===== config.mk =====
export PLATFORM = sky130hd
export DESIGN_NAME = program_loader
export DESIGN_NICKNAME = d
export VERILOG_FILES = /design/src/rtl/program_loader.sv
export SDC_FILE = /design/constraint.sdc
export NUM_CORES = 1
export LEC_CHECK = 0
export ABC_CLOCK_PERIOD_IN_PS = 8750
export BUFFER_PORTS_ARGS = -buffer_cell sky130_fd_sc_hd__buf_2
export CORE_AREA = 2 2 152 154
export CTS_CLUSTER_SIZE = 16
export DETAILED_ROUTE_END_ITERATION = 6
export DIE_AREA = 0 0 154 156
export HOLD_SLACK_MARGIN = 0.15
export PLACE_DENSITY = 0.88
export SKIP_CTS_REPAIR_TIMING = 1
export SLEW_MARGIN = 20
export SYNTH_ARGS = -nofsm -noshare
export SYNTH_HDL_FRONTEND = slang
export SYNTH_SLANG_ARGS = --single-unit

===== constraint.sdc =====
create_clock -name clk -period 8.75 [get_ports clk]
set_clock_uncertainty 0.1 [all_clocks]
set_input_delay 1.75 -clock clk [delete_from_list [all_inputs] [get_ports clk]]
set_output_delay 1.75 -clock clk [all_outputs]
set_load 0.005 [all_outputs]

===== src/rtl/program_loader.sv =====
// Boot-time loader: assembles a little-endian byte stream into IMEM (32-bit)
// and DMEM (64-bit) words, then enables the cpu until halt.
module program_loader #(
  parameter int IMEM_DEPTH = 512,
  parameter int DMEM_DEPTH = 1024
) (
  input  logic        clk,
  input  logic        arst_n,
  input  logic        start,
  input  logic        halt,
  input  logic        in_valid,
  input  logic [7:0]  in_data,
  output logic        in_ready,
  output logic [63:0] addr_ext,
  output logic        wen_ext,
  output logic        ren_ext,
  output logic [31:0] wdata_ext,
  output logic [63:0] addr_ext_2,
  output logic        wen_ext_2,
  output logic        ren_ext_2,
  output logic [63:0] wdata_ext_2,
  output logic        cpu_enable,
  output logic        busy,
  output logic        error
);

  // state   | meaning
  // S_IDLE  | waiting for start
  // S_HDR   | collecting 4 header bytes (icount, dcount)
  // S_IMEM  | assembling/writing 32-bit instruction words
  // S_DMEM  | assembling/writing 64-bit data words
  // S_RUN   | cpu enabled until halt
  // S_ERROR | header rejected, waiting for a retry start
  typedef enum logic [2:0] {S_IDLE, S_HDR, S_IMEM, S_DMEM, S_RUN, S_ERROR} state_t;

  localparam logic [16:0] L_IMAX = 17'(IMEM_DEPTH);
  localparam logic [16:0] L_DMAX = 17'(DMEM_DEPTH);

  state_t      r_state;
  logic [2:0]  r_byte_cnt;
  logic [15:0] r_word_cnt;
  logic [15:0] r_icount;
  logic [15:0] r_dcount;
  logic [55:0] r_asm;
  logic [63:0] r_addr_i;
  logic        r_wen_i;
  logic [31:0] r_wdata_i;
  logic [63:0] r_addr_d;
  logic        r_wen_d;
  logic [63:0] r_wdata_d;
  logic        r_cpu_en;
  logic        r_error;

  logic        w_load;
  logic        w_acc;
  logic [15:0] w_hdr_icnt;
  logic [15:0] w_hdr_dcnt;
  logic        w_hdr_bad;
  logic [31:0] w_word_i;
  logic [63:0] w_word_d;

  // Bytes shift in from the top, so the first byte of a word lands lowest.
  assign w_load     = (r_state == S_HDR) || (r_state == S_IMEM) || (r_state == S_DMEM);
  assign in_ready   = w_load && !r_wen_i && !r_wen_d;
  assign w_acc      = in_valid && in_ready;
  assign w_hdr_icnt = {r_asm[47:40], r_asm[39:32]};
  assign w_hdr_dcnt = {in_data, r_asm[55:48]};
  assign w_hdr_bad  = ({1'b0, w_hdr_icnt} > L_IMAX) || ({1'b0, w_hdr_dcnt} > L_DMAX);
  assign w_word_i   = {in_data, r_asm[55:32]};
  assign w_word_d   = {in_data, r_asm};

  always_ff @(posedge clk or negedge arst_n) begin
    if (!arst_n) begin
      r_state    <= S_IDLE;
      r_byte_cnt <= '0;
      r_word_cnt <= '0;
      r_icount   <= '0;
      r_dcount   <= '0;
      r_asm      <= '0;
      r_addr_i   <= '0;
      r_wen_i    <= 1'b0;
      r_wdata_i  <= '0;
      r_addr_d   <= '0;
      r_wen_d    <= 1'b0;
      r_wdata_d  <= '0;
      r_cpu_en   <= 1'b0;
      r_error    <= 1'b0;
    end else begin
      r_wen_i <= 1'b0;
      r_wen_d <= 1'b0;
      if (w_acc) begin
        r_asm      <= {in_data, r_asm[55:8]};
        r_byte_cnt <= r_byte_cnt + 3'd1;
      end
      case (r_state)
        S_IDLE: begin
          if (start) begin
            r_state    <= S_HDR;
            r_byte_cnt <= '0;
            r_word_cnt <= '0;
            r_error    <= 1'b0;
          end
        end
        S_HDR: begin
          if (w_acc && r_byte_cnt == 3'd3) begin
            r_byte_cnt <= '0;
            r_word_cnt <= '0;
            r_icount   <= w_hdr_icnt;
            r_dcount   <= w_hdr_dcnt;
            if (w_hdr_bad) begin
              r_state <= S_ERROR;
              r_error <= 1'b1;
            end else if (w_hdr_icnt != 16'd0) begin
              r_state <= S_IMEM;
            end else if (w_hdr_dcnt != 16'd0) begin
              r_state <= S_DMEM;
            end else begin
              r_state  <= S_RUN;
              r_cpu_en <= 1'b1;
            end
          end
        end
        S_IMEM: begin
          // Word index advances at the end of its pulse, so the exit test sees the written word.
          if (r_wen_i) begin
            if (r_word_cnt == r_icount - 16'd1) begin
              r_word_cnt <= '0;
              if (r_dcount != 16'd0) begin
                r_state <= S_DMEM;
              end else begin
                r_state  <= S_RUN;
                r_cpu_en <= 1'b1;
              end
            end else begin
              r_word_cnt <= r_word_cnt + 16'd1;
            end
          end else if (w_acc && r_byte_cnt == 3'd3) begin
            r_byte_cnt <= '0;
            r_wen_i    <= 1'b1;
            r_addr_i   <= {46'd0, r_word_cnt, 2'b00};
            r_wdata_i  <= w_word_i;
          end
        end
        S_DMEM: begin
          if (r_wen_d) begin
            if (r_word_cnt == r_dcount - 16'd1) begin
              r_word_cnt <= '0;
              r_state    <= S_RUN;
              r_cpu_en   <= 1'b1;
            end else begin
              r_word_cnt <= r_word_cnt + 16'd1;
            end
          end else if (w_acc && r_byte_cnt == 3'd7) begin
            r_byte_cnt <= '0;
            r_wen_d    <= 1'b1;
            r_addr_d   <= {45'd0, r_word_cnt, 3'b000};
            r_wdata_d  <= w_word_d;
          end
        end
        S_RUN: begin
          if (halt) begin
            r_state  <= S_IDLE;
            r_cpu_en <= 1'b0;
          end
        end
        S_ERROR: begin
          if (start) begin
            r_state    <= S_HDR;
            r_byte_cnt <= '0;
            r_word_cnt <= '0;
            r_error    <= 1'b0;
          end
        end
        default: r_state <= S_IDLE;
      endcase
    end
  end

  assign addr_ext    = r_addr_i;
  assign wen_ext     = r_wen_i;
  assign ren_ext     = 1'b0;
  assign wdata_ext   = r_wdata_i;
  assign addr_ext_2  = r_addr_d;
  assign wen_ext_2   = r_wen_d;
  assign ren_ext_2   = 1'b0;
  assign wdata_ext_2 = r_wdata_d;
  assign cpu_enable  = r_cpu_en;
  assign busy        = w_load;
  assign error       = r_error;

endmodule


==> impl_metrics.env <==
export IMPL_yosys_area_share_xor_xnor=0.0303
export IMPL_hold_class="flip-flop to flip-flop"
export IMPL_synthCells=1157
export IMPL_clock_sinks=242
export IMPL_final_util=0.588
export IMPL_num_vias=8528
export IMPL_drive_gt1_frac=0.265
export IMPL_synth_top_family_by_area="simple AND/OR/NAND/NOR gates"
export IMPL_start_util=0.525
export IMPL_grt_pass1_wl_um=43200
export IMPL_synth_area_sq_mm=0.0117
export IMPL_final_max_slew_viol_count=0
export IMPL_p_leak_nw=7.08
export IMPL_final_common_cell="nand2_1"
export IMPL_reg2reg_depth=8
export IMPL_hold_viol_final=0
export IMPL_reg2reg_slack_ns=4.46
export IMPL_status="completed"
export IMPL_ys_ff_latch=242
export IMPL_dr_pass1_iters=5
export IMPL_place_congestion=0.913
export IMPL_numCtsBuffers=26
export IMPL_antenna_left=0
export IMPL_synth_compound_area_frac=0.0635
export IMPL_maxSlewHeadroom=0.324
export IMPL_hold_start="wdata_ext_2[2]$_DFFE_PN0P_"
export IMPL_worstMarginPinSlew_ns=1.01
export IMPL_clk_pin_slew_ns=0.06
export IMPL_yosysWarningCount=0
export IMPL_critical_path_class="flip-flop to flip-flop"
export IMPL_dieArea_sq_mm=0.0240
export IMPL_synth_flop_cell="dfrtp_1"
export IMPL_grt_remaining_overflow=0
export IMPL_grt_util_all_layers=0.220
export IMPL_worstPathRequired_ns=9.05
export IMPL_finalSetupViolCount=0
export IMPL_avgViaCountPerCell=5.42
export IMPL_synth_simple_gate_area_frac=0.171
export IMPL_max_clock_freq_mhz=233
export IMPL_post_dp_hpwl_um=17800
export IMPL_synth_edf_count=0
export IMPL_avgRoutedWirePerCell_um=16.9
export IMPL_nFillCells=1858
export IMPL_fin_tns_setup_ns=0
export IMPL_initialDrtViolationCount=573
export IMPL_io_buffers=146
export IMPL_grt_pass1_vias=8220
export IMPL_min_to="wdata_ext_2[2]$_DFFE_PN0P_"
export IMPL_finalCritPeriodShare=0.491
export IMPL_synth_mux_area_frac=0.121
export IMPL_die_width_um=154
export IMPL_postSynthAreaPerCell_sq_um=10.1
export IMPL_antenna_found_initial=1
export IMPL_antenna_cells=0
export IMPL_vdd_drop_max_mv=0.148
export IMPL_post_place_cells=1525
export IMPL_ios=245
export IMPL_cp_start_kind="flip-flop"
export IMPL_clock_path_buffers=3
export IMPL_cp_arrival_ns=4.59
export IMPL_synth_seq_area_share=0.516
export IMPL_r2r_end="wdata_ext[14]$_DFFE_PN0P_"
export IMPL_htree_levels=1
export IMPL_finalNetCount=1287
export IMPL_async_flop_share=1.00
export IMPL_critPathCaptureType="flip-flop"
export IMPL_synth_cell_types=73
export IMPL_placementRows=55
export IMPL_grt_max_degree=112
export IMPL_period_minus_slack_ns=4.29
export IMPL_dieHeight_um=156
export IMPL_area_growth_pct=11.9
export IMPL_yosys_area_share_adder=0.00725
export IMPL_wl_um=26500
export IMPL_power_density_mw_per_mm2=254
export IMPL_cap_violations=0
export IMPL_coreArea_sq_mm=0.0224
export IMPL_clockRootBuffer="clkbuf_16"
export IMPL_worstPathMaxFanout=64
export IMPL_drc=0
export IMPL_rr_startpoint="r_state[1]$_DFFE_PN0P_"
export IMPL_layout_common_cells="nand2_1 (319), dfrtp_1 (242), buf_2 (145)"
export IMPL_clock_latency_ns=0.52
export IMPL_holdPathStages=2
export IMPL_tritoncts="yes"
export IMPL_rsz0062_at_grt="no"
export IMPL_layout_cells_non_filler=1573
flip-flops by register name (all words and copies together), names as in the netlist:
signal       count
r_icount        16
wdata_ext       32
r_word_cnt      16
error            1
r_dcount        16
cpu_enable       1
addr_ext_2      16
wen_ext_2        1
r_state          3
r_byte_cnt       3
r_asm           56
wen_ext          1
wdata_ext_2     64
addr_ext        16
final cells by class:
type / instances / area [sq um] / area share
flip-flops and latches: 242 / 6060 / 0.461
clock inverters: 10 / 87.6 / 0.00667
well taps: 285 / 357 / 0.0271
clock buffers: 38 / 777 / 0.0591
repair buffers: 155 / 812 / 0.0618
multi-input cells: 829 / 5000 / 0.380
inverters: 14 / 52.6 / 0.00400
synthesized netlist by cell type (3+ instances only):
master	number	share of area
a21oi_1	9	0.0038
o21ai_1	4	0.0017
a31oi_1	3	0.0016
nand3_1	14	0.0060
xor2_1	13	0.0097
dfrtp_1	242	0.52
buf_1	7	0.0022
clkbuf_1	60	0.019
xnor2_1	25	0.019
nor3_1	15	0.0064
buf_4	98	0.063
nand4b_1	3	0.0022
or3_1	5	0.0027
buf_2	3	0.0013
inv_1	14	0.0045
o311ai_1	14	0.010
a22oi_1	3	0.0019
mux2i_1	3	0.0026
mux2_2	122	0.12
o31ai_1	4	0.0026
nand2b_1	9	0.0048
nor4_1	14	0.0075
o21ai_0	16	0.0068
o211ai_1	12	0.0077
nand2_1	320	0.10
or2_2	4	0.0021
nor2_1	39	0.012
ha_1	6	0.0064
nand4_1	4	0.0021
or4_1	8	0.0051
nor2b_1	6	0.0032
worst max-delay path by stage:
stage | startpoint | endpoint | slack [ns] | cells after the start
final | r_state[1]$_DFFE_PN0P_ | wdata_ext[14]$_DFFE_PN0P_ | 4.46 | 8
after global routing | r_state[1]$_DFFE_PN0P_ | wdata_ext[1]$_DFFE_PN0P_ | 4.16 | 8
after CTS | r_state[1]$_DFFE_PN0P_ | wdata_ext[14]$_DFFE_PN0P_ | 4.61 | 8
after detailed placement | in_data[3] | cpu_enable$_DFFE_PN0P_ | 4.22 | 8
after global placement | in_valid | wdata_ext[9]$_DFFE_PN0P_ | 4.34 | 7
after floorplan | in_data[3] | cpu_enable$_DFFE_PN0P_ | 5.01 | 7
critical path: stages, from the launching register on:
cell and delay, ns:
dfrtp_1 0.71, nor2_1 0.15, nor4_1 0.64, and2_2 0.27, buf_4 0.54, nand2_1 0.28, nor2_4 0.53, buf_4 0.52
mux2_2 0.40
stage by stage:
| step | setup slack, ns | power (mW) | hold slack [ns] | instance area [sq um] |
|---|---|---|---|---|
| final | 4.46 | 3.33 | 0.367 | 13100 |
| after global placement | 4.34 | 2.21 | 0.350 | 12300 |
| after floorplan | 5.01 | 2.05 | 0.339 | 12100 |
| after global routing | 4.16 | 3.51 | 0.386 | 13100 |
| after detailed placement | 4.22 | 2.25 | 0.357 | 12300 |
| after CTS | 4.61 | 3.35 | 0.373 | 13100 |
where the power goes:
part           leakage [nW]  total, mW  switching, mW  internal (mW)
logic                  3.37      0.688          0.404          0.283
registers              3.29       1.56          0.265           1.29
clock network         0.424       1.09          0.445          0.646
total                  7.08       3.33           1.11           2.22
logic make-up (layout without fill, tap and decap cells):
group | Yosys count | count (layout)
buffers and inverters | 183 | 217
and+or+nand+nor | 460 | 460
muxes | 126 | 126
adders and majority gates | 7 | 7
DFF | 242 | 242
other | 1 | 98
AOI/OAI and AO/OA | 99 | 99
xor gates and xnor gates | 39 | 39
routing by layer:
layer,up-vias,GRT usage,wire (um)
met5,-,0,13
met1,4189,0.299,11400
met2,354,0.371,12800
li1,3937,-,-
met4,2,0.0579,591
met3,46,0.0356,1810
Power figures use the tool's default switching activity.
